==> src/rtl/hilo_divider.sv <==
// Iterative radix-2 restoring divider owning the LO/HI registers.
// Handles DIV/DIVU/DDIV/DDIVU plus MTLO/MTHI writes, one quotient bit per phi2 cycle.
module hilo_divider (
   input  logic        clk,
   input  logic        rstn,
   input  logic        phi2,
   input  logic        go,
   input  logic        dword,
   input  logic        sgn,
   input  logic [63:0] dividend,
   input  logic [63:0] divisor,
   input  logic        wrlo,
   input  logic        wrhi,
   input  logic [63:0] wdata,
   output logic        busy,
   output logic        done,
   output logic [63:0] lo,
   output logic [63:0] hi
);

   typedef enum logic [1:0] {
      ST_IDLE = 2'd0,
      ST_PREP = 2'd1,
      ST_ITER = 2'd2,
      ST_FIX  = 2'd3
   } state_t;

   state_t      r_state;
   state_t      w_state_nxt;
   logic        r_busy;
   logic        r_done;
   logic [5:0]  r_cnt;
   logic [63:0] r_a;
   logic [63:0] r_b;
   logic        r_dword;
   logic        r_sgn;
   logic        r_qneg;
   logic        r_rneg;
   logic        r_dvz;
   logic [64:0] r_rem;
   logic [63:0] r_quo;
   logic [63:0] r_dvs;
   logic [63:0] r_lo;
   logic [63:0] r_hi;

   logic        w_a_neg;
   logic        w_b_neg;
   logic [63:0] w_a_mag;
   logic [63:0] w_b_mag;
   logic [65:0] w_shift;
   logic [65:0] w_diff;
   logic        w_q_bit;
   logic [63:0] w_q_fix;
   logic [63:0] w_r_fix;
   logic [63:0] w_lo_res;
   logic [63:0] w_hi_res;

   // Magnitude of an operand at the active width; 32-bit ops ignore bits [63:32].
   function automatic logic [63:0] f_mag(input logic [63:0] v, input logic dw, input logic sg);
      logic [63:0] m;
      if (dw) begin
         if (sg && v[63]) m = 64'd0 - v;
         else             m = v;
      end else begin
         if (sg && v[31]) m = {32'd0, 32'd0 - v[31:0]};
         else             m = {32'd0, v[31:0]};
      end
      return m;
   endfunction

   // 32-bit results are architecturally sign-extended from bit 31.
   function automatic logic [63:0] f_sext(input logic [63:0] v, input logic dw);
      logic [63:0] s;
      if (dw) s = v;
      else    s = {{32{v[31]}}, v[31:0]};
      return s;
   endfunction

   // Operand preparation, trial subtraction and result fix-up.
   always_comb begin
      w_a_neg  = r_dword ? r_a[63] : r_a[31];
      w_b_neg  = r_dword ? r_b[63] : r_b[31];
      w_a_mag  = f_mag(r_a, r_dword, r_sgn);
      w_b_mag  = f_mag(r_b, r_dword, r_sgn);
      w_shift  = {r_rem, r_quo[63]};
      w_diff   = w_shift - {2'b00, r_dvs};
      w_q_bit  = ~w_diff[65];
      w_q_fix  = r_qneg ? (64'd0 - r_quo) : r_quo;
      w_r_fix  = r_rneg ? (64'd0 - r_rem[63:0]) : r_rem[63:0];
      w_lo_res = f_sext(w_q_fix, r_dword);
      if (r_dvz) begin
         w_hi_res = f_sext(r_a, r_dword);
      end else begin
         w_hi_res = f_sext(w_r_fix, r_dword);
      end
   end

   // Next-state logic.
   always_comb begin
      w_state_nxt = r_state;
      case (r_state)
         ST_IDLE: begin
            if (go) w_state_nxt = ST_PREP;
            else    w_state_nxt = ST_IDLE;
         end
         ST_PREP: w_state_nxt = ST_ITER;
         ST_ITER: begin
            if (r_cnt == 6'd0) w_state_nxt = ST_FIX;
            else               w_state_nxt = ST_ITER;
         end
         ST_FIX:  w_state_nxt = ST_IDLE;
         default: w_state_nxt = ST_IDLE;
      endcase
   end

   // State register with registered busy and single-period done.
   always_ff @(posedge clk or negedge rstn) begin
      if (!rstn) begin
         r_state <= ST_IDLE;
         r_busy  <= 1'b0;
         r_done  <= 1'b0;
      end else if (phi2) begin
         r_state <= w_state_nxt;
         r_busy  <= (w_state_nxt != ST_IDLE);
         r_done  <= (r_state == ST_FIX);
      end
   end

   // Datapath: operand latch, iteration, result write-back and MTLO/MTHI.
   always_ff @(posedge clk or negedge rstn) begin
      if (!rstn) begin
         r_cnt   <= 6'd0;
         r_a     <= 64'd0;
         r_b     <= 64'd0;
         r_dword <= 1'b0;
         r_sgn   <= 1'b0;
         r_qneg  <= 1'b0;
         r_rneg  <= 1'b0;
         r_dvz   <= 1'b0;
         r_rem   <= 65'd0;
         r_quo   <= 64'd0;
         r_dvs   <= 64'd0;
         r_lo    <= 64'd0;
         r_hi    <= 64'd0;
      end else if (phi2) begin
         case (r_state)
            ST_IDLE: begin
               if (go) begin
                  r_a     <= dividend;
                  r_b     <= divisor;
                  r_dword <= dword;
                  r_sgn   <= sgn;
               end else begin
                  if (wrlo) r_lo <= wdata;
                  if (wrhi) r_hi <= wdata;
               end
            end
            ST_PREP: begin
               r_qneg <= r_sgn & (w_a_neg ^ w_b_neg);
               r_rneg <= r_sgn & w_a_neg;
               r_dvs  <= w_b_mag;
               r_dvz  <= (w_b_mag == 64'd0);
               r_rem  <= 65'd0;
               // 32-bit dividends are left-aligned so bit 63 always feeds the remainder.
               r_quo  <= r_dword ? w_a_mag : {w_a_mag[31:0], 32'd0};
               r_cnt  <= r_dword ? 6'd63 : 6'd31;
            end
            ST_ITER: begin
               if (w_q_bit) r_rem <= w_diff[64:0];
               else         r_rem <= w_shift[64:0];
               r_quo <= {r_quo[62:0], w_q_bit};
               r_cnt <= r_cnt - 6'd1;
            end
            ST_FIX: begin
               r_lo <= w_lo_res;
               r_hi <= w_hi_res;
            end
            default: begin
               r_cnt <= 6'd0;
            end
         endcase
      end
   end

   assign busy = r_busy;
   assign done = r_done;
   assign lo   = r_lo;
   assign hi   = r_hi;

endmodule
==> config.mk <==
export PLATFORM = sky130hd
export DESIGN_NAME = hilo_divider
export DESIGN_NICKNAME = d
export VERILOG_FILES = /design/src/rtl/hilo_divider.sv
export SDC_FILE = /design/constraint.sdc
export NUM_CORES = 1
export LEC_CHECK = 0
export ABC_CLOCK_PERIOD_IN_PS = 5000
export CAP_MARGIN = 30
export CORE_MARGIN = 2
export CORE_UTILIZATION = 45
export CTS_CLUSTER_SIZE = 24
export DETAILED_ROUTE_END_ITERATION = 8
export PLACE_DENSITY = 0.74
export SYNTH_ARGS = -nofsm -noshare
export SYNTH_HDL_FRONTEND = slang
export SYNTH_SLANG_ARGS = --single-unit
==> constraint.sdc <==
create_clock -name clk -period 5 [get_ports clk]
set_input_delay 1 -clock clk [delete_from_list [all_inputs] [get_ports clk]]
set_output_delay 1 -clock clk [all_outputs]
set_load 0.02 [all_outputs]
==> impl_metrics.env <==
export IMPL_fin_cells=4765
export IMPL_p_sw_share_pct=49.3
export IMPL_drtIter0Drc=3002
export IMPL_io_buffer_count=329
export IMPL_synthTopCellsByArea="dfrtp_1 (38%), o21ai_0 (6.7%), nand2_1 (5.4%)"
export IMPL_arrival_ns=5.12
export IMPL_synth_top_area_share_pct=37.6
export IMPL_cts_resized=0
export IMPL_coreArea_um2=68200
export IMPL_power_switching_uw=14600
export IMPL_multi_input_area_um2=18000
export IMPL_drc_errors=0
export IMPL_internal_power_uw=15100
export IMPL_avgSynthCellArea_um2=8.44
export IMPL_period_share_pct=91.3
export IMPL_rsz0062_at_grt="false"
export IMPL_p_seq_share_pct=26.8
export IMPL_max_cap_violations=0
export IMPL_criticalPathCategory="register to register"
export IMPL_avgRoutedWirePerCell_um=21.6
export IMPL_cts_sinks=464
export IMPL_worst_pin_slew_ns=0.998
export IMPL_regArea_um2=11600
export IMPL_cp_start_kind="register"
export IMPL_synth_top_area_cell="dfrtp_1"
export IMPL_synth_edf_count=0
export IMPL_max_freq_ghz=0.219
export IMPL_netlist_instances=3658
export IMPL_grt_pass1_vias=26800
export IMPL_wl_um=103000
export IMPL_fin_hold_ws_ns=0.392
export IMPL_hold_viol=0
export IMPL_clk_pin_slew_worst_paths_ns=0.06
export IMPL_fin_ws_ns=0.435
export IMPL_synth_flop_cell="dfrtp_1"
export IMPL_syn_num_nets=3933
export IMPL_finalCriticalPeriod_ns=4.57
export IMPL_cts_setup_buffers=0
export IMPL_vdd_ir_drop_worst_mv=0.387
export IMPL_synth_area_um2=30900
export IMPL_skew_ns=0.0312
export IMPL_leakagePower_uw=0.0152
export IMPL_powerDensity_nw_per_um2=809
export IMPL_die_h_um=266
export IMPL_ys_types=79
export IMPL_clockBufferDepth=3
export IMPL_combPwrFrac_pct=59.0
export IMPL_setup_violations=0
export IMPL_drtPass1Iterations=6
export IMPL_antenna_found_initial=4
export IMPL_dp_hpwl_um=78700
export IMPL_gp_congestion=1.02
export IMPL_worstSetupEndpointType="register"
export IMPL_drive_gt1_share_pct=8.35
export IMPL_drtAntennaViolNets=0
export IMPL_root_buffer="clkbuf_16"
export IMPL_grt_max_degree=111
export IMPL_grt_usage_pct=28.7
export IMPL_path_max_fanout=9
export IMPL_slew_headroom_pct=33.2
export IMPL_ctsHoldBuffers=0
export IMPL_syn2layout_area_growth_pct=19.0
export IMPL_h_tree_depth=2
export IMPL_status="finished, final reports clean"
export IMPL_overflow=0
export IMPL_numCtsBuffers=54
export IMPL_grt_pass1_wl_um=159000
export IMPL_hold_class="input pin to async pin"
export IMPL_cts_tree="yes"
export IMPL_ys_ff_latch=464
export IMPL_initial_core_util_pct=45.3
export IMPL_row_count=96
export IMPL_finish_net_count=4114
export IMPL_clkPwrFrac_pct=14.2
export IMPL_yosysWarnings=0
export IMPL_clk_latency_ns=0.63
export IMPL_cp_required_ns=5.55
export IMPL_ios=330
export IMPL_fp_dieArea_um2=70700
export IMPL_finalSetupTns_ns=0
export IMPL_reg2reg_depth=11
export IMPL_pre_cts_ws_ns=0.428
export IMPL_n_fill_cell=6315
export IMPL_seq_area_frac_synth_pct=37.6
export IMPL_num_vias=28300
export IMPL_die_x_um=266
export IMPL_drv_slew=0
export IMPL_via_per_inst=5.94
export IMPL_dp_cells=4665
export IMPL_async_reset_ff_share_pct=100
-- placed cells by master (no fill, tap or decap), drive strengths merged, types with 63 or more instances in the layout --
cell type / instances
clkbuf: 63
dfrtp: 464
o21ai: 414
xnor2: 160
nand2: 447
ha: 74
nor3: 65
xor2: 177
nand3: 74
clkdlybuf4s50: 328
mux2i: 79
a21oi: 260
inv: 107
nor2: 270
mux2: 133
-- per-stage QoR --
stage,utilization [%],instance area [um^2],power [uW]
finish,53.9,36700,29700
global route,53.9,36700,31700
CTS,53.9,36700,29400
detailed placement,51.1,34900,25100
global placement,51.0,34800,25000
floorplan,-,30900,19300
-- logic make-up (layout without fill, tap and decap cells) --
group | after synthesis | after routing | synth area share (%)
flops | 464 | 464 | 37.6
mux | 212 | 212 | 7.41
compound gates | 1059 | 1059 | 20.5
fa+ha+maj | 75 | 75 | 3.06
xor+xnor | 337 | 337 | 9.56
simple gates | 1153 | 1153 | 17.5
other cells | 0 | 1 | 0
buf+inv | 358 | 582 | 4.37
-- final timing paths --
| kind | startpoint | end | slack, ns |
|---|---|---|---|
| setup / recovery | r_quo[13]$_DFFE_PN0P_ | lo[63]$_DFFE_PN0P_ | 0.43 |
| hold / removal | rstn | r_b[52]$_DFFE_PN0P_ | 0.39 |
| setup reg to reg | r_quo[13]$_DFFE_PN0P_ | lo[63]$_DFFE_PN0P_ | 0.43 |
| hold reg to reg | lo[61]$_DFFE_PN0P_ | lo[61]$_DFFE_PN0P_ | 0.48 |
| max in group asynchronous | rstn | r_dword$_DFFE_PN0P_ | 3.24 |
| min in group clk | lo[61]$_DFFE_PN0P_ | lo[61]$_DFFE_PN0P_ | 0.48 |
-- metal layers --
metal | up-vias | part of all wire [%] | global-route usage [%]
li1 | 13400 | - | -
met1 | 13500 | 44 | 40.7
met2 | 1181 | 44 | 43.7
met3 | 216 | 7.9 | 4.82
met4 | 6 | 4.1 | 11.1
met5 | - | 0.040 | 0
-- area by class of cell --
cell class | count | share of cell area [%]
inverter | 104 | 1.06
multi-input combinational | 2836 | 49.0
clock inverter | 36 | 1.24
timing repair buffer | 379 | 10.2
clock buffer | 63 | 3.91
antenna | 1 | 0.00681
tap | 882 | 3.00
sequential | 464 | 31.6
-- registers in the layout, summed over array words and instances, names as in the netlist, 2 cells and up --
name,count
lo,64
r_rem,65
hi,64
r_state,2
r_b,64
r_a,64
r_cnt,6
r_dvs,64
r_quo,64
-- cells in the mapped netlist, drive strengths merged (6+ instances only) --
library cell  count
o221ai            9
xor2            177
a211o             8
o21a             10
ha               74
nand3b            6
nor4             36
nor3             65
a21o             40
nand2b           17
or2              16
inv             103
dfrtp           464
xnor2           160
nand2           447
and2             16
nor2b            26
mux2            133
and3             27
nor3b            25
mux2i            79
a211oi           31
a221oi           20
a21oi           260
or4              31
a22oi            11
o21bai           15
o31a              8
o211ai           29
clkbuf          220
o22ai            45
o31ai            61
buf              34
a31oi            30
nand4            35
nor2            270
nand3            74
o41ai            23
or3              46
o21ai           414
a32oi             9
-- power groups by stage --
stage | clock (uW) | sequential (uW) | combinational, uW
final | 4220 | 7970 | 17500
after global routing | 4440 | 8190 | 19100
after CTS | 4280 | 7880 | 17300
after detailed placement | 0 | 7940 | 17200
after global placement | 0 | 7850 | 17100
after floorplan | 0 | 7460 | 11800
-- critical path: stages, from the launching register on --
cell	delay, ns
dfrtp_1	0.42
or4_1	0.57
or3_1	0.46
nor4_2	0.68
nand3_1	0.15
buf_4	0.20
or3_1	0.34
o41ai_2	0.72
xnor2_1	0.43
a21oi_1	0.27
nor2_1	0.08
o21ai_0	0.15
(Power assumes the default switching activity.)
